===== src/rtl/x_pulse_sequencer_pkg.sv =====
// Shared definitions for the X-pulse burst sequencer: FSM state encoding and
// default widths/modulus.
package x_pulse_sequencer_pkg;

    typedef enum logic [1:0] {
        ST_IDLE  = 2'd0,
        ST_PULSE = 2'd1,
        ST_GAP   = 2'd2,
        ST_DRAIN = 2'd3
    } state_t;

    localparam int CNT_W_DEFAULT = 8;
    localparam int GAP_W_DEFAULT = 4;
    localparam int MOD_DEFAULT   = 3;

endpackage


===== src/rtl/x_pulse_sequencer.sv =====
// Emits bursts of single-cycle X pulses toward a mod-MOD detector and checks the
// detector's registered Z reply against an internal phase model.
module x_pulse_sequencer
    import x_pulse_sequencer_pkg::*;
#(
    parameter int CNT_W = CNT_W_DEFAULT,
    parameter int GAP_W = GAP_W_DEFAULT,
    parameter int MOD   = MOD_DEFAULT
) (
    input  logic             CLK_50M,
    input  logic             RST,
    input  logic             START,
    input  logic [CNT_W-1:0] PULSE_NUM,
    input  logic [GAP_W-1:0] GAP,
    input  logic             Z,
    output logic             X,
    output logic             BUSY,
    output logic             DONE,
    output logic             ERR,
    output logic [CNT_W-1:0] Z_CNT
);

    localparam int PH_W = (MOD > 1) ? $clog2(MOD) : 1;

    state_t           state_q;
    logic [CNT_W-1:0] rem_q;
    logic [GAP_W-1:0] gap_lat_q;
    logic [GAP_W-1:0] gap_cnt_q;
    logic [PH_W-1:0]  phase_q;
    logic             exp_z_q;
    logic             chk_q;
    logic             x_q;
    logic             busy_q;
    logic             done_q;
    logic             err_q;
    logic [CNT_W-1:0] zcnt_q;

    logic [CNT_W-1:0] rem_d;
    logic             phase_last;
    logic             z_bad;

    assign rem_d      = rem_q - CNT_W'(1);
    assign phase_last = (phase_q == PH_W'(MOD - 1));
    // Only the cycle right after a pulse may legitimately carry Z=1.
    assign z_bad      = (Z != (chk_q && exp_z_q));

    always_ff @(posedge CLK_50M or posedge RST) begin
        if (RST) begin
            state_q   <= ST_IDLE;
            rem_q     <= '0;
            gap_lat_q <= '0;
            gap_cnt_q <= '0;
            phase_q   <= '0;
            exp_z_q   <= 1'b0;
            chk_q     <= 1'b0;
            x_q       <= 1'b0;
            busy_q    <= 1'b0;
            done_q    <= 1'b0;
            err_q     <= 1'b0;
            zcnt_q    <= '0;
        end else begin
            x_q    <= 1'b0;
            done_q <= 1'b0;
            chk_q  <= 1'b0;

            if (state_q != ST_IDLE) begin
                if (z_bad) begin
                    err_q <= 1'b1;
                end
                if (Z && (zcnt_q != '1)) begin
                    zcnt_q <= zcnt_q + CNT_W'(1);
                end
            end

            case (state_q)
                ST_IDLE: begin
                    if (START) begin
                        if (PULSE_NUM != '0) begin
                            rem_q     <= PULSE_NUM;
                            gap_lat_q <= GAP;
                            err_q     <= 1'b0;
                            zcnt_q    <= '0;
                            x_q       <= 1'b1;
                            busy_q    <= 1'b1;
                            state_q   <= ST_PULSE;
                        end else begin
                            done_q <= 1'b1;
                        end
                    end
                end
                ST_PULSE: begin
                    rem_q   <= rem_d;
                    exp_z_q <= phase_last;
                    chk_q   <= 1'b1;
                    phase_q <= phase_last ? '0 : phase_q + PH_W'(1);
                    if (rem_d == '0) begin
                        state_q <= ST_DRAIN;
                    end else if (gap_lat_q == '0) begin
                        x_q     <= 1'b1;
                        state_q <= ST_PULSE;
                    end else begin
                        gap_cnt_q <= gap_lat_q;
                        state_q   <= ST_GAP;
                    end
                end
                ST_GAP: begin
                    if (gap_cnt_q == GAP_W'(1)) begin
                        x_q     <= 1'b1;
                        state_q <= ST_PULSE;
                    end else begin
                        gap_cnt_q <= gap_cnt_q - GAP_W'(1);
                    end
                end
                ST_DRAIN: begin
                    busy_q  <= 1'b0;
                    done_q  <= 1'b1;
                    state_q <= ST_IDLE;
                end
                default: begin
                    state_q <= ST_IDLE;
                end
            endcase
        end
    end

    assign X     = x_q;
    assign BUSY  = busy_q;
    assign DONE  = done_q;
    assign ERR   = err_q;
    assign Z_CNT = zcnt_q;

endmodule


===== config.mk =====
export PLATFORM = sky130hd
export DESIGN_NAME = x_pulse_sequencer
export DESIGN_NICKNAME = d
export VERILOG_FILES = /design/src/rtl/x_pulse_sequencer_pkg.sv /design/src/rtl/x_pulse_sequencer.sv
export SDC_FILE = /design/constraint.sdc
export NUM_CORES = 1
export LEC_CHECK = 0
export CORE_MARGIN = 2
export CORE_UTILIZATION = 55
export CTS_CLUSTER_SIZE = 30
export DETAILED_ROUTE_END_ITERATION = 10
export GPL_TIMING_DRIVEN = 0
export PLACE_DENSITY = 0.77
export SYNTH_ARGS = -nofsm -noshare
export SYNTH_HDL_FRONTEND = slang
export SYNTH_SLANG_ARGS = --single-unit

===== constraint.sdc =====
create_clock -name CLK_50M -period 3.55 [get_ports CLK_50M]
set_clock_uncertainty 0.05 [all_clocks]
set_input_delay 0.5325 -clock CLK_50M [delete_from_list [all_inputs] [get_ports CLK_50M]]
set_output_delay 0.5325 -clock CLK_50M [all_outputs]
set_load 0.01 [all_outputs]

==> out/results.ini <==
[power_and_ir_drop]
switching_share_pct = 42.26
p_leak_uw = 0.001015
power.share.sequential_pct = 35.0
power_switching_uw = 862.6
report.power.total_uw = 2041
internal_power_uw = 1179
clockPowerShare_pct = 14.6
p_comb_share_pct = 50.5
peakVddDrop_mv = 0.4018
p_per_area_nw_per_um2 = 823.6

[placement]
gp_congestion = 0.9527
dp_hpwl_um = 3184
port_buffers = 27

[floorplanning]
die_h_um = 65.16
fp.coreArea_um2 = 3633
io_pins = 28
dieArea_um2 = 4245
rows = 22
die_width_um = 65.16
start_util_pct = 56.61

[grt]
grt_pass1_wl_um = 7665
grt-ovfl-total = 0
grt_max_degree = 35
grt_pass1_vias = 1685
antenna_found_initial = 0
grt.total_usage_pct = 23.38

[synthesis]
synth_edf_count = 0
syn_nets = 253
synth.most_common_cell = dfrtp_1
synth_top_family_by_area = simple AND/OR/NAND/NOR gates
synth-simple-area-share_pct = 21.11
synth_seq_area_share_pct = 41.36
ys_warn_count = 0
yosysTopAreaCell = dfrtp_1
synth_area_leaders = dfrtp_1, ha_1, o21ai_0
syn_area_per_cell_um2 = 9.022
synth_mux_area_share_pct = 5.109
synth_cells = 228
syn-cell-area_um2 = 2057
yosys-top-cells-count = dfrtp_1, nand2_1, o21ai_0, nor2_1, inv_1
yosys.area_share.adder_pct = 5.474
yosys_register_bits = 34
synth_compound_area_share_pct = 19.34
ys_types = 46
synth_xor_area_share_pct = 2.981
synthArstFlopShare_pct = 100.0
yosysTopAreaCellShare_pct = 41.36
yosys_most_used_dff = dfrtp_1

[sta]
rsz0062_at_grt = false
timing.fmax_mhz = 375.0
tns_ns = 0
worst_slew_pin_slew_ns = 1.097
hold_viol = 0
min_period_over_period_pct = 75.11
maxSlewViolCount = 0
layout_min_cycle_time_ns = 2.667
relSlewSlack_pct = 26.21
setup-violations-final = 0

[cts]
clockBufferDepth = 2
ctsHoldBuffers = 0
cts_sinks = 34
numCtsBuffers = 5
clk_pin_slew_ns = 0.07
cts_setup_buffers = 0
cts_root_buffer = clkbuf_8
cts_resized = 0
clock_latency_ns = 0.29
cts_tree = yes
cts_max_level = 2

[drt]
route.detailed.drc = 0
dr.pass1.iters = 4
detail-route-antenna-nets = 0
dr.first_iter.drc_count = 106
avgViaCountPerCell = 5.833
wirelength_um = 4392
via_count = 1814
wl_per_cell_um = 14.12

[layout]
insertedDiodeCount = 0
nets = 287
area_delta_synth_final_pct = 20.50
layout-drive-gt1-share_pct = 9.125

[flow_run]
drv_cap = 0

[setup_path]
cp-end-kind = flip-flop
start_kind = primary input
cp_max_fo = 10
critPathKind = in -> reg
worstPathArrival_ns = 2.78
cp.required_ns = 3.66

[outcome]
status = completed

[min_path]
hold_path_class = reg -> reg

area by class of cell:
| type | instances | area [um^2] |
|---|---|---|
| Fill cell | 309 | 1155 |
| Multi-Input combinational cell | 169 | 1111 |
| Sequential cell | 34 | 850.8 |
| Timing Repair Buffer | 27 | 270.3 |
| Clock buffer | 7 | 86.33 |
| Inverter | 16 | 60.06 |
| Tap cell | 48 | 60.06 |
| Buffer | 9 | 35.03 |
| Clock inverter | 1 | 5.005 |
cell usage in the layout, fill, tap and decap left out, types with 3 or more instances in the layout:
master and count:
o22ai_1 7, nor4_1 4, clkbuf_1 9, o21ai_0 18, inv_1 15, nor2_1 17
dfrtp_1 34, xnor2_1 4, clkbuf_8 6, nand2b_1 3, nand3_1 9, clkdlybuf4s50_1 27
or2_2 3, o211ai_1 3, ha_1 9, xor2_1 3, mux2i_1 6, nand2_1 19
nand3b_1 3, a21o_1 3, or3_1 3, mux2_2 4, nor3_1 7, a21oi_1 15
per-stage QoR:
step	instances	area, um^2	setup WS [ns]	utilization, %	hold slack, ns
4_1_cts	311	2479	0.9009	68.22	0.4307
3_5_place_dp	303	2387	0.6215	65.70	0.4150
3_3_place_gp	303	2387	0.6266	65.70	0.4145
5_1_grt	311	2479	0.7923	68.22	0.4643
2_1_floorplan	228	2057	1.243	-	0.4269
6_report	311	2479	0.8835	68.22	0.4277
layer usage:
layer | vias up | global-route usage (%) | wire length, um
met5 | - | 0 | 0
met4 | 0 | 9.635 | 48
met3 | 6 | 4.281 | 288
met2 | 66 | 37.24 | 2024
met1 | 865 | 31.61 | 2031
li1 | 877 | - | -
worst paths after layout:
| kind | startpoint | end | slack [ns] | cells past startpoint |
|---|---|---|---|---|
| max in group asynchronous | RST | gap_cnt_q[0] | 2.37 | 2 |
| min in group asynchronous | RST | Z_CNT[1] | 0.62 | 2 |
| max reg2reg | rem_q[0] | gap_cnt_q[1] | 0.97 | 7 |
| min | BUSY | BUSY | 0.43 | 1 |
| max | PULSE_NUM[5] | rem_q[5] | 0.88 | 8 |
| min reg2reg | BUSY | BUSY | 0.43 | 1 |
worst max-delay path, stage by stage:
cell and delay [ns]:
clkdlybuf4s50_1 0.45, or4_1 0.60, o21ba_2 0.23, clkbuf_1 0.23, a21o_1 0.21, clkbuf_1 0.22, o22ai_1 0.24, a21oi_1 0.06
kinds of logic after synthesis:
group | Yosys count
simple gates | 82
compound gates | 61
flops | 34
buf+inv | 25
mux | 10
fa+ha+maj | 9
xor+xnor | 7
registers in the layout, summed over array words and instances, names as in the netlist:
| register | count |
|---|---|
| Z_CNT | 8 |
| rem_q | 8 |
| gap_cnt_q | 4 |
| gap_lat_q | 4 |
| phase_q | 2 |
| state_q | 2 |
| BUSY | 1 |
| DONE | 1 |
| ERR | 1 |
| X | 1 |
| chk_q | 1 |
| exp_z_q | 1 |
power groups by stage:
stage	Combinational, uW	Clock [uW]	Sequential [uW]
2_1_floorplan	754	0	695
3_3_place_gp	996	0	711
5_1_grt	1150	323	739
6_report	1030	297	714
4_1_cts	1030	301	710
3_5_place_dp	1030	0	715
No activity file was read; power rests on OpenSTA's default activity.
